[config.mk]
export PLATFORM = sky130hd
export DESIGN_NAME = tdc_fifo_writer
export DESIGN_NICKNAME = d
export VERILOG_FILES = /design/src/rtl/tdc_pkg.sv /design/src/rtl/sat_counter.sv /design/src/rtl/tdc_fifo_writer.sv
export SDC_FILE = /design/constraint.sdc
export NUM_CORES = 1
export LEC_CHECK = 0
export ABC_AREA = 1
export BUFFER_PORTS_ARGS = -buffer_cell sky130_fd_sc_hd__buf_2
export CAP_MARGIN = 20
export CORE_ASPECT_RATIO = 0.8
export CORE_MARGIN = 2
export CORE_UTILIZATION = 60
export DETAILED_ROUTE_END_ITERATION = 16
export HOLD_SLACK_MARGIN = 0.03
export PLACE_DENSITY_LB_ADDON = 0.12
export REMOVE_ABC_BUFFERS = 1
export SLEW_MARGIN = 10
export SYNTH_ARGS = -nofsm -noshare
export SYNTH_HDL_FRONTEND = slang
export SYNTH_SLANG_ARGS = --single-unit
[constraint.sdc]
create_clock -name clk -period 2.79 [get_ports clk]
set_input_delay 0.558 -clock clk [delete_from_list [all_inputs] [get_ports clk]]
set_output_delay 0.558 -clock clk [all_outputs]
set_load 0.01 [all_outputs]
[src/rtl/tdc_pkg.sv]
// Shared definitions for the TDC FIFO writer: state encodings, widths, helpers.
package tdc_pkg;

    localparam int TDC_DATA_W  = 16;
    localparam int FIFO_BYTE_W = 8;

    typedef enum logic [2:0] {
        IDLE  = 3'd0,
        WR_HI = 3'd1,
        WR_LO = 3'd2,
        ABORT = 3'd3,
        DONE  = 3'd4
    } state_e;

    // Number of bits needed to count 0 .. value-1.
    function automatic int clog2(input int value);
        int r;
        r = 0;
        for (int i = 0; i < 31; i++) begin
            if ((1 << i) < value) r = i + 1;
        end
        return r;
    endfunction

endpackage

[src/rtl/sat_counter.sv]
// Up-counter that sticks at all-ones instead of wrapping.
module sat_counter #(
    parameter int WIDTH = 8
) (
    input  logic             clk,
    input  logic             rst_n,
    input  logic             inc,
    output logic [WIDTH-1:0] count
);

    logic [WIDTH-1:0] count_q;
    logic [WIDTH-1:0] count_d;

    // Increment on request unless already saturated.
    always_comb begin
        count_d = count_q;
        if (inc && (count_q != '1)) count_d = count_q + WIDTH'(1);
    end

    // Count register.
    always_ff @(posedge clk or negedge rst_n) begin
        if (!rst_n) count_q <= '0;
        else        count_q <= count_d;
    end

    assign count = count_q;

endmodule

[src/rtl/tdc_fifo_writer.sv]
// Serialises one TDC sample per upstream request into a byte-wide FIFO,
// high byte first, with a bounded per-byte stall on fifo_full.
module tdc_fifo_writer
    import tdc_pkg::*;
#(
    parameter int DATA_W    = TDC_DATA_W,
    parameter int BYTE_W    = FIFO_BYTE_W,
    parameter int STALL_MAX = 1024,
    parameter int DROP_W    = 8
) (
    input  logic              clk,
    input  logic              rst_n,
    input  logic              wr_req,
    input  logic [DATA_W-1:0] tdc_data,
    input  logic              fifo_full,
    output logic              fifo_wr_en,
    output logic [BYTE_W-1:0] fifo_din,
    output logic              f_FIFO_writing_done,
    output logic [15:0]       sample_cnt,
    output logic [DROP_W-1:0] drop_cnt,
    output logic              busy
);

    localparam int                 STALL_W    = clog2(STALL_MAX);
    localparam logic [STALL_W-1:0] STALL_LAST = STALL_W'(STALL_MAX - 1);

    state_e             state_q, state_d;
    logic               armed_q, armed_d;
    logic [DATA_W-1:0]  shreg_q, shreg_d;
    logic [STALL_W-1:0] stall_cnt_q, stall_cnt_d;
    logic [15:0]        sample_cnt_q, sample_cnt_d;
    logic               drop_inc;

    // Next-state logic: accept, byte writes with stall timeout, abort, done.
    always_comb begin
        state_d      = state_q;
        armed_d      = armed_q;
        shreg_d      = shreg_q;
        stall_cnt_d  = stall_cnt_q;
        sample_cnt_d = sample_cnt_q;
        drop_inc     = 1'b0;

        // A low request re-arms; this keeps a still-held request from being
        // taken twice while upstream is reacting to the done pulse.
        if (!wr_req) armed_d = 1'b1;

        case (state_q)
            IDLE: begin
                if (wr_req && armed_q) begin
                    shreg_d     = tdc_data;
                    armed_d     = 1'b0;
                    stall_cnt_d = '0;
                    state_d     = WR_HI;
                end
            end
            WR_HI, WR_LO: begin
                if (!fifo_full) begin
                    stall_cnt_d = '0;
                    if (state_q == WR_HI) begin
                        state_d = WR_LO;
                    end else begin
                        sample_cnt_d = sample_cnt_q + 16'd1;
                        state_d      = DONE;
                    end
                end else if (stall_cnt_q == STALL_LAST) begin
                    state_d = ABORT;
                end else begin
                    stall_cnt_d = stall_cnt_q + STALL_W'(1);
                end
            end
            ABORT: begin
                drop_inc = 1'b1;
                state_d  = DONE;
            end
            DONE: begin
                state_d = IDLE;
            end
            default: begin
                state_d = IDLE;
            end
        endcase
    end

    // State and datapath registers.
    always_ff @(posedge clk or negedge rst_n) begin
        if (!rst_n) begin
            state_q      <= IDLE;
            armed_q      <= 1'b1;
            shreg_q      <= '0;
            stall_cnt_q  <= '0;
            sample_cnt_q <= '0;
        end else begin
            state_q      <= state_d;
            armed_q      <= armed_d;
            shreg_q      <= shreg_d;
            stall_cnt_q  <= stall_cnt_d;
            sample_cnt_q <= sample_cnt_d;
        end
    end

    // FIFO strobe and byte mux decoded from the registered state.
    always_comb begin
        fifo_wr_en = 1'b0;
        fifo_din   = '0;
        case (state_q)
            WR_HI: begin
                fifo_wr_en = !fifo_full;
                fifo_din   = shreg_q[DATA_W-1 -: BYTE_W];
            end
            WR_LO: begin
                fifo_wr_en = !fifo_full;
                fifo_din   = shreg_q[BYTE_W-1:0];
            end
            default: begin
                fifo_wr_en = 1'b0;
                fifo_din   = '0;
            end
        endcase
    end

    sat_counter #(
        .WIDTH (DROP_W)
    ) u_drop_cnt (
        .clk   (clk),
        .rst_n (rst_n),
        .inc   (drop_inc),
        .count (drop_cnt)
    );

    assign f_FIFO_writing_done = (state_q == DONE);
    assign busy                = (state_q != IDLE);
    assign sample_cnt          = sample_cnt_q;

endmodule

==> results by group <==
Synthesis
  – Area contributors post-synth: dfrtp_1, nand2_1, inv_1
  – Post-synthesis sequential area ratio: 45.98%
  – Post-synthesis cell area: 0.002942 mm²
  – Syn Inst Count: 389
  – Post-synth EDFFs: 0
  – Synth area leader: dfrtp_1
  – Avg Inst Size Synth: 7.562 µm²
  – Synth top area share: 45.09%
  – Synth cell count leaders: nand2_1, dfrtp_1, inv_1
  – Count of cell types in the netlist: 32
  – Async SR Flop Fraction: 100.0%
  – Most common cell in the netlist: nand2_1
  – Flops & latches, synth: 54
  – Ys flop type: dfrtp_1
  – Yosys Warn Count: 0

STA
  – Worst-Margin Slew: 0.5962 ns
  – Slew Viols, Final: 0
  – Setup Viol. Count Final: 0
  – RSZ-0062 raised after global routing: no
  – Fmax: 465.5 MHz
  – Post-Route Skew: 0.009585 ns
  – Setup_tns: 0 ns
  – Setup ws final: 0.6417 ns
  – Slew HR: 60.21%
  – Hold Vio Cnt, Final: 0
  – Tmin final: 2.148 ns
  – Final clock period utilization by the worst path: 77.00%

Route
  – Post-route ant nets: 0
  – Via count: 2614
  – Vias/cell: 5.146
  – Avg WL per Cell: 12.18 µm
  – Router iterations before antenna repair: 4
  – DRT iter0 DRCs: 129
  – WL final: 6.188 mm
  – # DRC: 0

Pwr
  – Maximum vdd drop: 0.6204 mV
  – Power density over the cells: 794.0 mW/mm²
  – Static leakage: 1.827 nW

Worst setup path
  – WP buf/inv: 4
  – Startpoint Class: register
  – CP delay by family, top: simple AND/OR/NAND/NOR gates
  – Most used cell, CP: inv_1
  – CP endpoint kind: primary output
  – Peak fanout along the critical path: 10
  – Crit Path Category: register to primary output
  – Worst Path Arrival: 1.59 ns
  – Slowest stage cell, crit path: dfrtp_1
  – Req. time, crit path: 2.23 ns
  – Ordered list of cells on the worst path: inv_2, nand2_2, nor2_4, inv_1, nand2_1, inv_1, nor2_1, buf_2
  – CP max stage delay: 0.43 ns

Floorplan
  – Ports: 55
  – Die area: 0.005482 mm²
  – FP Rows: 22
  – Die Wd: 82.29 µm
  – Core Area: 0.004652 mm²
  – Initial Utilization: 63.23%
  – Chip height: 66.63 µm

Run
  – Maxcap violations: 0

Final layout
  – Area Overhead vs Synth: 14.67%
  – Final instance area: 0.003373 mm²
  – Antenna Cells: 0
  – Share of post-route cells with drive strength above 1: 19.64%
  – Fillers: 394
  – Final layout net count: 470

CTS
  – Root buf cell: clkbuf_8
  – CTS Sinks: 54
  – Clk pin slew, worst setup/hold paths: 0.10 ns
  – CTS tree: done
  – H-tree Lvls: 2
  – # hold bufs at CTS: 0
  – Clock buffer depth: 2
  – TritonCTS Buffers: 5
  – Buffer count from post-CTS setup fixing: 0
  – Clk_lat worst skew: 0.31 ns
  – Resize count post-CTS: 0

Place
  – Area after DPL: 0.003268 mm²
  – Post-detail-place hpwl: 4.545 mm
  – Final GP Congestion: 0.8265
  – IO buf count: 54
  – Pre-CTS setup slack: 0.9830 ns

Global route
  – Grt ovf: 0
  – Initial antenna violation count: 0
  – First-pass GRT wire length: 10.40 mm
  – Vias in the first global route: 2421
  – Overall routing resource usage: 24.62%
  – Largest net degree at the start of global routing: 33

Min path
  – Worst min-delay path class: input port to async pin

Outcome
  – Run status: finished, final reports clean
[power by group]
group,internal [mW],switching (mW)
Combinational,0.362,0.664
Clock,0.228,0.261
Sequential,0.990,0.173
[final cells by class]
class / count / area, µm² / area share [%]
clock buffer: 7 / 96.34 / 2.856
clock inverter: 1 / 8.758 / 0.2596
inverter: 56 / 210.2 / 6.231
multi-input combinational: 274 / 1345 / 39.87
sequential: 54 / 1353 / 40.10
tap: 60 / 75.07 / 2.226
timing repair buffer: 56 / 285.3 / 8.457
[state kept, by name (all words and copies together), names as in the netlist]
signal and count:
sample_cnt 16, shreg_q 16, stall_cnt_q 10, u_drop_cnt.count 8, state_q 3, armed_q 1
[worst register-to-register path, delay by kind of cell, from the launching register on]
kind	cells	cell delay, ns
simple gates	4	1.01
flops	1	0.46
buf+inv	1	0.09
compound gates	1	0.07
[routing by layer]
metal	global-route usage [%]	vias up	part of all wire (%)	wire (µm)
li1	-	1319	-	-
met1	32.75	1221	48	2982
met2	41.43	68	47	2911
met3	4.201	6	3.9	243
met4	6.667	0	0.82	51
met5	0	-	0	0
[kinds of logic after synthesis]
logic type	count (synthesis)	share of synthesized area (%)
AO/OA/AOI/OAI	41	8.082
flip-flops	54	45.98
AND/OR/NAND/NOR	212	31.01
buffers and inverters	61	8.294
XOR/XNOR	18	5.359
adder cells (fa/ha/maj)	3	1.276
[worst paths after layout]
kind                                   from         end  slack, ns  cells after the start
worst max-delay path             state_q[2]  fifo_wr_en       0.64                      8
worst min-delay path                  rst_n  state_q[2]       0.15                      1
worst max register to register   state_q[0]  shreg_q[9]       1.02                      6
worst min register to register   shreg_q[5]  shreg_q[5]       0.50                      2
max in group asynchronous             rst_n     armed_q       1.96                      2
min in group clk                tdc_data[1]  shreg_q[1]       0.47                      3
[stage by stage]
| stage | hold slack (ns) | util, % | instances | power [mW] |
|---|---|---|---|---|
| 2_1_floorplan | 0.2624 | - | 384 | 1.839 |
| 3_3_place_gp | 0.4730 | 70.25 | 500 | 2.156 |
| 3_5_place_dp | 0.4782 | 70.25 | 500 | 2.199 |
| 4_1_cts | 0.1503 | 72.51 | 508 | 2.684 |
| 5_1_grt | 0.1578 | 72.51 | 508 | 2.886 |
| 6_report | 0.1482 | 72.51 | 508 | 2.678 |
[placed cells by master (no fill, tap or decap), types with 7 or more instances in the layout]
cell type  instances
nand2_1          137
buf_2             54
dfrtp_1           53
inv_1             50
nor2_1            35
nand3_1           18
o21ai_0           17
xor2_1            14
a21oi_1            9
o21ai_1            9
clkbuf_8           7
(Power assumes the default switching activity.)
